**config.mk**
```make
export PLATFORM = sky130hd
export DESIGN_NAME = riscv_trace_unit_flat
export DESIGN_NICKNAME = d
export VERILOG_FILES = /design/src/rtl/riscv_trace_pkg.sv /design/src/rtl/riscv_trace_if.sv /design/src/rtl/trace_ring.sv /design/src/rtl/riscv_trace_unit.sv /design/src/flat_wrapper.sv
export SDC_FILE = /design/constraint.sdc
export NUM_CORES = 1
export LEC_CHECK = 0
export BUFFER_PORTS_ARGS = -buffer_cell sky130_fd_sc_hd__buf_2
export CORE_MARGIN = 2
export CORE_UTILIZATION = 50
export CTS_CLUSTER_DIAMETER = 100
export CTS_CLUSTER_SIZE = 40
export DETAILED_ROUTE_END_ITERATION = 6
export GPL_TIMING_DRIVEN = 0
export HOLD_SLACK_MARGIN = 0.06
export PLACE_DENSITY = 0.71
export SYNTH_ARGS = -nofsm -noshare
export SYNTH_HDL_FRONTEND = slang
export SYNTH_SLANG_ARGS = --single-unit
```
**constraint.sdc**
```tcl
create_clock -name clock -period 4.4 [get_ports clock]
set_input_delay 0.22 -clock clock [delete_from_list [all_inputs] [get_ports clock]]
set_output_delay 0.22 -clock clock [all_outputs]
set_load 0.03 [all_outputs]
```
**src/rtl/riscv_trace_pkg.sv**
```systemverilog
// Shared types for the retire-trace unit: FSM states, instruction classes,
// the trace entry layout and the opcode classifier.
package riscv_trace_pkg;

  localparam int TRACE_DW    = 32;
  localparam int NUM_CLASSES = 6;

  localparam logic [6:0] OPC_RTYPE  = 7'b0110011;
  localparam logic [6:0] OPC_IALU   = 7'b0010011;
  localparam logic [6:0] OPC_LOAD   = 7'b0000011;
  localparam logic [6:0] OPC_STORE  = 7'b0100011;
  localparam logic [6:0] OPC_BRANCH = 7'b1100011;

  typedef enum logic [1:0] {CAPTURE, HALTED, DRAIN, DONE} trace_state_e;

  typedef enum logic [2:0] {
    CLS_RTYPE, CLS_IALU, CLS_LOAD, CLS_STORE, CLS_BRANCH, CLS_UNKNOWN
  } inst_class_e;

  typedef struct packed {
    logic [TRACE_DW-1:0] pc;
    logic [TRACE_DW-1:0] inst;
    logic [TRACE_DW-1:0] data;
  } trace_entry_t;

  function automatic inst_class_e classify(input logic [6:0] opcode);
    case (opcode)
      OPC_RTYPE:  return CLS_RTYPE;
      OPC_IALU:   return CLS_IALU;
      OPC_LOAD:   return CLS_LOAD;
      OPC_STORE:  return CLS_STORE;
      OPC_BRANCH: return CLS_BRANCH;
      default:    return CLS_UNKNOWN;
    endcase
  endfunction

endpackage

```
**src/rtl/riscv_trace_if.sv**
```systemverilog
// Retire input and drain output bundle of the trace unit.
interface riscv_trace_if #(
  parameter int DATAWIDTH = 32
);
  logic                 retire_valid;
  logic [DATAWIDTH-1:0] retire_pc;
  logic [DATAWIDTH-1:0] retire_inst;
  logic [DATAWIDTH-1:0] retire_data;

  logic                 read_valid;
  logic                 read_ready;
  logic                 read_last;
  logic [DATAWIDTH-1:0] read_pc;
  logic [DATAWIDTH-1:0] read_inst;
  logic [DATAWIDTH-1:0] read_data;

  modport slave (
    input  retire_valid, retire_pc, retire_inst, retire_data, read_ready,
    output read_valid, read_last, read_pc, read_inst, read_data
  );

  modport master (
    output retire_valid, retire_pc, retire_inst, retire_data, read_ready,
    input  read_valid, read_last, read_pc, read_inst, read_data
  );
endinterface

```
**src/rtl/trace_ring.sv**
```systemverilog
// DEPTH-entry ring of trace entries; a write into a full ring drops the
// oldest entry and reports it on overwrite.
module trace_ring
  import riscv_trace_pkg::*;
#(
  parameter int  DEPTH   = 16,
  parameter type entry_t = trace_entry_t,
  localparam int PW      = $clog2(DEPTH),
  localparam int CW      = PW + 1
) (
  input  logic          clock,
  input  logic          reset,
  input  logic          wr_en,
  input  entry_t        wr_entry,
  input  logic          rd_en,
  output entry_t        rd_entry,
  output logic [CW-1:0] count,
  output logic          overwrite
);

  entry_t        mem_q [DEPTH];
  logic [PW-1:0] wptr_q, wptr_d;
  logic [PW-1:0] rptr_q, rptr_d;
  logic [CW-1:0] count_q, count_d;

  always_comb begin
    wptr_d    = wptr_q;
    rptr_d    = rptr_q;
    count_d   = count_q;
    overwrite = 1'b0;
    if (wr_en) begin
      wptr_d = wptr_q + PW'(1);
      // Full: advance the read side too so count stays saturated at DEPTH.
      if (count_q == CW'(DEPTH)) begin
        rptr_d    = rptr_q + PW'(1);
        overwrite = 1'b1;
      end else begin
        count_d = count_q + CW'(1);
      end
    end else if (rd_en && count_q != '0) begin
      rptr_d  = rptr_q + PW'(1);
      count_d = count_q - CW'(1);
    end
  end

  always_ff @(posedge clock or posedge reset) begin
    if (reset) begin
      wptr_q  <= '0;
      rptr_q  <= '0;
      count_q <= '0;
    end else begin
      wptr_q  <= wptr_d;
      rptr_q  <= rptr_d;
      count_q <= count_d;
    end
  end

  always_ff @(posedge clock) begin
    if (wr_en) mem_q[wptr_q] <= wr_entry;
  end

  assign rd_entry = mem_q[rptr_q];
  assign count    = count_q;

endmodule

```
**src/rtl/riscv_trace_unit.sv**
```systemverilog
// Retire-trace capture: records retired instructions, halts on end PC or
// self-loop, then drains. Optional per-class counters: TRACE_CLASS_COUNT_EN.
module riscv_trace_unit
  import riscv_trace_pkg::*;
#(
  parameter int  DATAWIDTH  = 32,
  parameter int  DEPTH      = 16,
  parameter int  ENDPC      = 0,
  parameter int  STALLLIMIT = 8,
  localparam int CW         = $clog2(DEPTH) + 1
) (
  input  logic                           clock,
  input  logic                           reset,
  riscv_trace_if.slave                   tr,
  output logic                           halt,
  output logic                           overflow,
  output logic [CW-1:0]                  entry_count,
  output logic [NUM_CLASSES-1:0][15:0]   class_count
);

  localparam int SW = $clog2(STALLLIMIT + 1);

  typedef struct packed {
    logic [DATAWIDTH-1:0] pc;
    logic [DATAWIDTH-1:0] inst;
    logic [DATAWIDTH-1:0] data;
  } entry_t;

  trace_state_e         state_q, state_d;
  logic                 halt_q, halt_d;
  logic                 overflow_q, overflow_d;
  logic [DATAWIDTH-1:0] prev_pc_q, prev_pc_d;
  logic [SW-1:0]        stall_q, stall_d;

  logic          capture_wr, end_hit, stall_hit, overwrite, drain_pop;
  logic [SW-1:0] stall_next;
  logic [CW-1:0] count;
  entry_t        wr_entry, rd_entry;

  assign capture_wr = (state_q == CAPTURE) && tr.retire_valid;
  // stall_q==0 means no previous retire, so the first pc starts a fresh run.
  assign stall_next = (stall_q != '0 && tr.retire_pc == prev_pc_q) ?
                      stall_q + SW'(1) : SW'(1);
  assign stall_hit  = (stall_next == SW'(STALLLIMIT));
  assign end_hit    = (ENDPC != 0) && ((tr.retire_pc >> 2) >= DATAWIDTH'(ENDPC));
  assign wr_entry   = '{pc: tr.retire_pc, inst: tr.retire_inst, data: tr.retire_data};

  trace_ring #(
    .DEPTH   (DEPTH),
    .entry_t (entry_t)
  ) u_ring (
    .clock     (clock),
    .reset     (reset),
    .wr_en     (capture_wr),
    .wr_entry  (wr_entry),
    .rd_en     (drain_pop),
    .rd_entry  (rd_entry),
    .count     (count),
    .overwrite (overwrite)
  );

  always_comb begin
    state_d    = state_q;
    halt_d     = halt_q;
    overflow_d = overflow_q | overwrite;
    prev_pc_d  = prev_pc_q;
    stall_d    = stall_q;
    case (state_q)
      CAPTURE: begin
        if (capture_wr) begin
          prev_pc_d = tr.retire_pc;
          stall_d   = stall_next;
          if (end_hit || stall_hit) begin
            state_d = HALTED;
            halt_d  = 1'b1;
          end
        end
      end
      HALTED:  state_d = DRAIN;
      DRAIN:   if (count == '0) state_d = DONE;
      DONE:    state_d = DONE;
      default: state_d = CAPTURE;
    endcase
  end

  always_ff @(posedge clock or posedge reset) begin
    if (reset) begin
      state_q    <= CAPTURE;
      halt_q     <= 1'b0;
      overflow_q <= 1'b0;
      prev_pc_q  <= '0;
      stall_q    <= '0;
    end else begin
      state_q    <= state_d;
      halt_q     <= halt_d;
      overflow_q <= overflow_d;
      prev_pc_q  <= prev_pc_d;
      stall_q    <= stall_d;
    end
  end

  // Fields are gated by read_valid so nothing stale shows outside DRAIN.
  assign tr.read_valid = (state_q == DRAIN) && (count != '0);
  assign drain_pop     = tr.read_valid && tr.read_ready;
  assign tr.read_last  = tr.read_valid && (count == CW'(1));
  assign tr.read_pc    = tr.read_valid ? rd_entry.pc   : '0;
  assign tr.read_inst  = tr.read_valid ? rd_entry.inst : '0;
  assign tr.read_data  = tr.read_valid ? rd_entry.data : '0;

  assign halt        = halt_q;
  assign overflow    = overflow_q;
  assign entry_count = count;

`ifdef TRACE_CLASS_COUNT_EN
  logic [NUM_CLASSES-1:0][15:0] cls_cnt_q, cls_cnt_d;
  inst_class_e                  cls;

  assign cls = classify(tr.retire_inst[6:0]);

  // Only CAPTURE retires count, so counters freeze once halted.
  always_comb begin
    cls_cnt_d = cls_cnt_q;
    if (capture_wr) cls_cnt_d[cls] = cls_cnt_q[cls] + 16'd1;
  end

  always_ff @(posedge clock or posedge reset) begin
    if (reset) cls_cnt_q <= '0;
    else       cls_cnt_q <= cls_cnt_d;
  end

  assign class_count = cls_cnt_q;
`else
  assign class_count = '0;
`endif

endmodule
```
**src/flat_wrapper.sv**
```systemverilog
// flat-port wrapper written by rule: the top's interface ports become plain ports
module riscv_trace_unit_flat import riscv_trace_pkg::*;
#(
  parameter int  DATAWIDTH  = 32,
  parameter int  DEPTH      = 16,
  parameter int  ENDPC      = 0,
  parameter int  STALLLIMIT = 8,
  localparam int CW         = $clog2(DEPTH) + 1
)
  (clock, reset, halt, overflow, entry_count, class_count, tr_retire_valid, tr_retire_pc, tr_retire_inst, tr_retire_data, tr_read_ready, tr_read_valid, tr_read_last, tr_read_pc, tr_read_inst, tr_read_data);
  riscv_trace_if #(.DATAWIDTH(DATAWIDTH)) tr_i ();
  input  logic clock;
  input  logic reset;
  output logic halt;
  output logic overflow;
  output logic [CW-1:0] entry_count;
  output logic [NUM_CLASSES-1:0][15:0] class_count;
  input wire logic [$bits(tr_i.retire_valid)-1:0] tr_retire_valid;
  input wire logic [$bits(tr_i.retire_pc)-1:0] tr_retire_pc;
  input wire logic [$bits(tr_i.retire_inst)-1:0] tr_retire_inst;
  input wire logic [$bits(tr_i.retire_data)-1:0] tr_retire_data;
  input wire logic [$bits(tr_i.read_ready)-1:0] tr_read_ready;
  output wire logic [$bits(tr_i.read_valid)-1:0] tr_read_valid;
  output wire logic [$bits(tr_i.read_last)-1:0] tr_read_last;
  output wire logic [$bits(tr_i.read_pc)-1:0] tr_read_pc;
  output wire logic [$bits(tr_i.read_inst)-1:0] tr_read_inst;
  output wire logic [$bits(tr_i.read_data)-1:0] tr_read_data;
  assign tr_i.retire_valid = tr_retire_valid;
  assign tr_i.retire_pc = tr_retire_pc;
  assign tr_i.retire_inst = tr_retire_inst;
  assign tr_i.retire_data = tr_retire_data;
  assign tr_i.read_ready = tr_read_ready;
  assign tr_read_valid = tr_i.read_valid;
  assign tr_read_last = tr_i.read_last;
  assign tr_read_pc = tr_i.read_pc;
  assign tr_read_inst = tr_i.read_inst;
  assign tr_read_data = tr_i.read_data;
  riscv_trace_unit #(.DATAWIDTH(DATAWIDTH), .DEPTH(DEPTH), .ENDPC(ENDPC), .STALLLIMIT(STALLLIMIT)) u_core (.clock(clock), .reset(reset), .tr(tr_i), .halt(halt), .overflow(overflow), .entry_count(entry_count), .class_count(class_count));
endmodule
```
[Yosys cells after proc, flatten, opt, wreduce, memory -nomap -nowiden]
Memories as Yosys holds them, arrays and structs flattened.
Cells that the tools add are included.
Word-level totals
  register bits: 53
  RAM bits: 1536
  input bits: 100
  memories kept: 1
  word-level logic and storage cells: 61
  output and inout bits: 201
Cells by class
  add/sub/neg operators: 5
  bitwise operators: 1
  equal/unequal tests: 12
  muxes and demuxes: 18
  reductions and logical operators: 16
Memories
  u_core.u_ring.mem_q: words 16, width 96, read ports 1, clocked after Yosys merged registers in 0, wr ports 1, RTL line trace_ring.sv:21  | entry_t mem_q [DEPTH];
Operators with widths (number)
  2-to-1 mux 32 bit: 3
  equality test 32 bit: 1
  2-to-1 mux 4 bit: 4
  2-to-1 mux 5 bit: 3
  adder 4 x 1 -> 4 bit, second input constant: 3
  one-hot mux 2 bit (4 select lines): 1
  logical AND 1 bit: 6
  2-to-1 mux 2 bit: 3
  inequality test 2 x 1 -> 1 bit, second input constant: 3
  AND reduction 2 bit: 3
  AND reduction 3 bit: 2
  adder 5 x 1 -> 5 bit, second input constant: 1
  equality test 5 x 1 -> 1 bit, second input constant: 1
  equality test 5 bit, second input constant: 1
  logical NOT 5 bit: 1
  nonzero test 5 bit: 1
  subtractor 5 x 1 -> 5 bit, second input constant: 1
  equality test 2 bit, second input constant: 2
  equality test 4 bit, second input constant: 1
  2-to-1 mux 1 bit: 4
  inequality test 2 bit, second input constant: 2
  nonzero test 4 bit: 1
  equality test 2 x 1 -> 1 bit, second input constant: 1
  logical NOT 2 bit: 1
  other kinds (2): 2

[Longest topological paths before layout]
  word-level depth: 7
  gate-level depth with buffers: 8
  mapped depth without buffers: 8

[Hierarchy]
Synthesis repeated with hierarchy kept, for this count alone.
Unflattened totals
  cell total of the unflattened synthesis: 2651
  area, all modules: 61843.1 µm²
By module, submodules not included
  trace_ring: cells an instance 2221, times used 1, area each 58431.0 µm², sequential area each 46449.5 µm²
  riscv_trace_unit: cells an instance 430, times used 1, area each 3412.0 µm², sequential area each 1001.0 µm²

[Least setup slack after synthesis]
OpenSTA, ideal clock, no wires.
  kind: flip-flop to flip-flop
  from: reg u_core.state_q[0]
  to: mem u_core.u_ring.mem_q[0][0] (netlist bit), enable pin
  library setup time: 0.465 ns
  period minus slack after synthesis: 4.193 ns
  data required time: 3.935 ns
  path slack: 0.207 ns
  cell stages (with the launch flop): 6
  data arrival time: 3.728 ns
  buffers on the path: 2
  path through: dfrtp_1 -> or3b_2 -> clkbuf_1 -> buf_1 -> nor3_1 -> and2_1
Between the ends
  cells in the longest elaborated chain, start to end: 4
Ends and longest elaborated chain
  start, declared: RTL line riscv_trace_unit.sv:29  | trace_state_e state_q, state_d;
  start signal, assigned: RTL line riscv_trace_unit.sv:94  | state_q <= state_d;
  logical NOT 2 bit: RTL line riscv_trace_unit.sv:40  | assign capture_wr = (state_q == CAPTURE) && tr.retire_valid;
  logical AND 1 bit: RTL line riscv_trace_unit.sv:40
  2-to-1 mux 1 bit: RTL line trace_ring.sv:59  | if (wr_en) mem_q[wptr_q] <= wr_entry;
  2-to-1 mux 1 bit (implied by the code): RTL line trace_ring.sv:59
  end, declared: RTL line trace_ring.sv:21
Every way passes these cells.

[Worst setup path in the final report]
  from: reg u_core.u_ring.rptr_q[1]
  to: out tr_read_data[0]
Between the ends
  cells in the longest elaborated chain, start to end: 2
Ends and longest elaborated chain
  start, declared: RTL line trace_ring.sv:23  | logic [PW-1:0] rptr_q, rptr_d;
  start signal, assigned: RTL line trace_ring.sv:53  | rptr_q <= rptr_d;
  memory (16 x 96 bit)
  2-to-1 mux 32 bit: RTL line riscv_trace_unit.sv:108  | assign tr.read_data = tr.read_valid ? rd_entry.data : '0;
  end, declared: RTL line flat_wrapper.sv:27  | output wire logic [$bits(tr_i.read_data)-1:0] tr_read_data;
Every way passes these cells.

==> reports/metrics.csv <==
stage,metric,value,unit
global_route,grt_max_degree,44,
global_route,grtUsageMet3,0.0309,
global_route,grt_pass1_vias,29600,
routing,viasPerCell,6.08,
power_and_ir_drop,irDropWorstVdd,431,uV
power_and_ir_drop,power_frac_seq,0.487,
placement,portBuffers,204,
final_layout,nets,3227,
critical_path,critPathRequiredTime,4.18,ns
floorplan,dieArea,126000,sq um
routing,drt-total-wl,142000,um
routing,wire_per_inst,29.9,um
critical_path,reg2reg_depth,7,
yosys,yosys-top-cells-count,"1,536 x edfxtp_1, 480 x mux4_2, 124 x buf_4, 112 x and2_1, 111 x nand2_1",
yosys,ys_ff_latch,1589,
sta,whs,0.0983,ns
clocking,clk_latency,0.68,ns
sta,fin_ws,0.138,ns
sta,fin_crit,4.26,ns
final_layout,instances_no_fill,4764,
clocking,numCtsBuffers,46,
yosys,yosys.area.top_type_share,0.748,
yosys,synth_edf_count,1536,
job,drv_cap,0,
sta,tightestPinTransition,1.13,ns
clocking,cts_tree,done,
sta,finalSetupTns,0,ns
yosys,synth_top_area_cell,edfxtp_1,
final_layout,final_util,0.560,
critical_path,rrSetupSlack,0.94,ns
critical_path,cp_data_arrival_time,4.04,ns
sta,hold_viol_final,0,
global_route,antenna_found_initial,7,
placement,hpwl,85800,um
sta,rsz0062_at_grt,no,
power_and_ir_drop,leakagePower,22.0,nW
floorplan,die_w,355,um
clocking,clockBufferDepth,3,
power_and_ir_drop,p_clk_frac,0.181,
outcome,status,finished with violations,
global_route,gr-usage-all-layers,0.225,
routing,drtIter0Drc,3842,
global_route,grtUsageMet2,0.375,
global_route,overflow,0,
global_route,grt_pass1_wl,204000,um
yosys,ys_warn_count,0,
floorplan,pin_count,301,
sta,setup_viol,0,
floorplan,core-area,122000,sq um
clocking,clkTransAtPathRegs,0.14,ns
routing,drc,2,
placement,gp_congestion,0.778,
yosys,synth.most_common_cell,edfxtp_1,
sta,slew_headroom,0.248,
critical_path,crit_path_end_kind,output pin,
placement,dpl.cell_count,4596,
yosys,ys.flop_type,edfxtp_1,
sta,drv_slew,0,
outcome,violations,DRC,
clocking,postCtsSetupBuffers,0,
yosys,synth_cells,2639,
clocking,cts_sinks,1589,
final_layout,drive_gt1_frac,0.300,
hold_path,hold_class,input pin to asynchronous set/reset pin,
yosys,syn-mean-instance-area,23.4,sq um
placement,post_dp_cell_area,66000,sq um
routing,drt_first_pass_iters,7,
yosys,ys_seq_area_frac,0.769,
critical_path,start_kind,flop,
clocking,clock-root-buffer,clkbuf_16,
power_and_ir_drop,swShare,0.298,
yosys,synth_area_leaders,"edfxtp_1 75%, mux4_2 18%, dfrtp_1 2.2%",
critical_path,r2r_end,u_core.u_ring.mem_q[7][42]$_DFFE_PP_,
global_route,met1_usage,0.328,
final_layout,finalInstanceArea,68300,sq um
power_and_ir_drop,p_comb_frac,0.332,
sta,finClkSkew,0.0413,ns
critical_path,reg2reg_from,u_core.state_q[1]$_DFFE_PP0P_,
final_layout,area_delta_synth_final,10.8,%
sta,period_share,0.969,
yosys,netlist_area,61700,sq um
clocking,htree_levels,2,
yosys,async_flop_share,0.0334,
yosys,ys_types,40,
floorplan,start_util,0.505,
power_and_ir_drop,powerDensity,501,nW/um^2
routing,drtAntennaViolNets,0,
floorplan,die_y,355,um
critical_path,critPathKind,flop to output pin,
critical_path,cp_max_fo,10,
floorplan,rows,128,
final_layout,nFillCells,8960,
placement,pre_cts_ws,0.427,ns
power_and_ir_drop,internal_power,24.0,mW
routing,vias,29000,
sta,max_freq,235,MHz
global_route,top_usage_layer,met2,
power_and_ir_drop,power,34.3,mW
power_and_ir_drop,p_switching,10.2,mW
area by class of cell:
class	instances	area, sq um	share of cell area
Sequential cell	1589	47500	0.694
Multi-Input combinational cell	912	13200	0.193
Buffer	223	1400	0.0204
Tap cell	1625	2030	0.0298
Clock inverter	5	61.3	0.000897
Antenna cell	1	2.50	0.0000366
Clock buffer	64	1280	0.0188
Inverter	9	33.8	0.000494
Timing Repair Buffer	336	2860	0.0419
worst max-delay path by stage:
stage / start / endpoint / slack [ns] / depth (start not counted)
2_1_floorplan: u_core.state_q[0]$_DFFE_PP0P_ / u_core.u_ring.mem_q[0][0]$_DFFE_PP_ / 0.21 / 5
3_3_place_gp: u_core.state_q[0]$_DFFE_PP0P_ / u_core.u_ring.mem_q[6][30]$_DFFE_PP_ / -2.75 / 5
3_5_place_dp: u_core.u_ring.rptr_q[1]$_DFFE_PP0P_ / tr_read_data[0] / 0.43 / 7
4_1_cts: u_core.u_ring.rptr_q[3]$_DFFE_PP0P_ / tr_read_pc[18] / 0.04 / 6
5_1_grt: u_core.u_ring.rptr_q[1]$_DFFE_PP0P_ / tr_read_inst[31] / 0.04 / 7
6_report: u_core.u_ring.rptr_q[1]$_DFFE_PP0P_ / tr_read_data[0] / 0.14 / 7
state kept, by name, summed over array words and instances, names as in the netlist:
name                  flops
u_core.u_ring.mem_q    1536
u_core.prev_pc_q         32
u_core.u_ring.count       5
u_core.stall_q            4
u_core.u_ring.rptr_q      4
u_core.u_ring.wptr_q      4
u_core.state_q            2
u_core.halt               1
u_core.overflow           1
layer usage:
layer  part of all wire  up-vias
li1                   -    11700
met2               0.50     1546
met1               0.39    15600
met3              0.091      137
met4              0.014       10
met5            0.00046        -
cell usage in the layout (no fill, tap or decap), types with 8 or more instances in the layout:
cell,count
buf_1,14
dfrtp_1,53
clkbuf_1,75
mux4_2,480
and2_1,96
edfxtp_1,1536
xnor2_1,36
clkbuf_16,49
and2_4,16
buf_4,124
buf_2,215
buf_6,9
nand4_1,11
ha_1,10
nand2_1,111
dlygate4sd3_1,99
buf_16,25
conb_1,96
buf_12,8
power groups by stage:
stage,logic [mW],registers [mW],clock network [mW]
6_report,11.4,16.7,6.19
5_1_grt,12.1,16.7,6.70
4_1_cts,11.6,16.7,6.27
3_5_place_dp,11.5,17.0,0
3_3_place_gp,11.3,17.0,0
2_1_floorplan,7.97,17.1,0
cell families (layout without fill, tap and decap cells):
| family | count (synthesis) | after routing | synth area share |
|---|---|---|---|
| AO/OA/AOI/OAI | 18 | 18 | 0.00185 |
| XOR/XNOR | 43 | 43 | 0.00611 |
| adder cells (fa/ha/maj) | 10 | 10 | 0.00203 |
| buffers and inverters | 233 | 637 | 0.0230 |
| flip-flops | 1589 | 1589 | 0.769 |
| multiplexers | 481 | 481 | 0.175 |
| other | 1 | 97 | 0.0000608 |
| AND/OR/NAND/NOR | 264 | 264 | 0.0222 |
worst max-delay path: stages (launching register included):
cell and delay, ns:
dfrtp_1 0.38, buf_2 0.24, clkbuf_2 0.54, buf_1 0.79
mux4_2 0.43, mux4_2 0.46, and2_1 0.28, buf_2 0.23
timing repair:
action                      CTS  global route
gates resized for setup       3             5
hold buffers                 99             0
hold endpoints to repair   1628             0
setup endpoints to repair    96             4
Note: power is estimated with default switching activity, not from simulation.
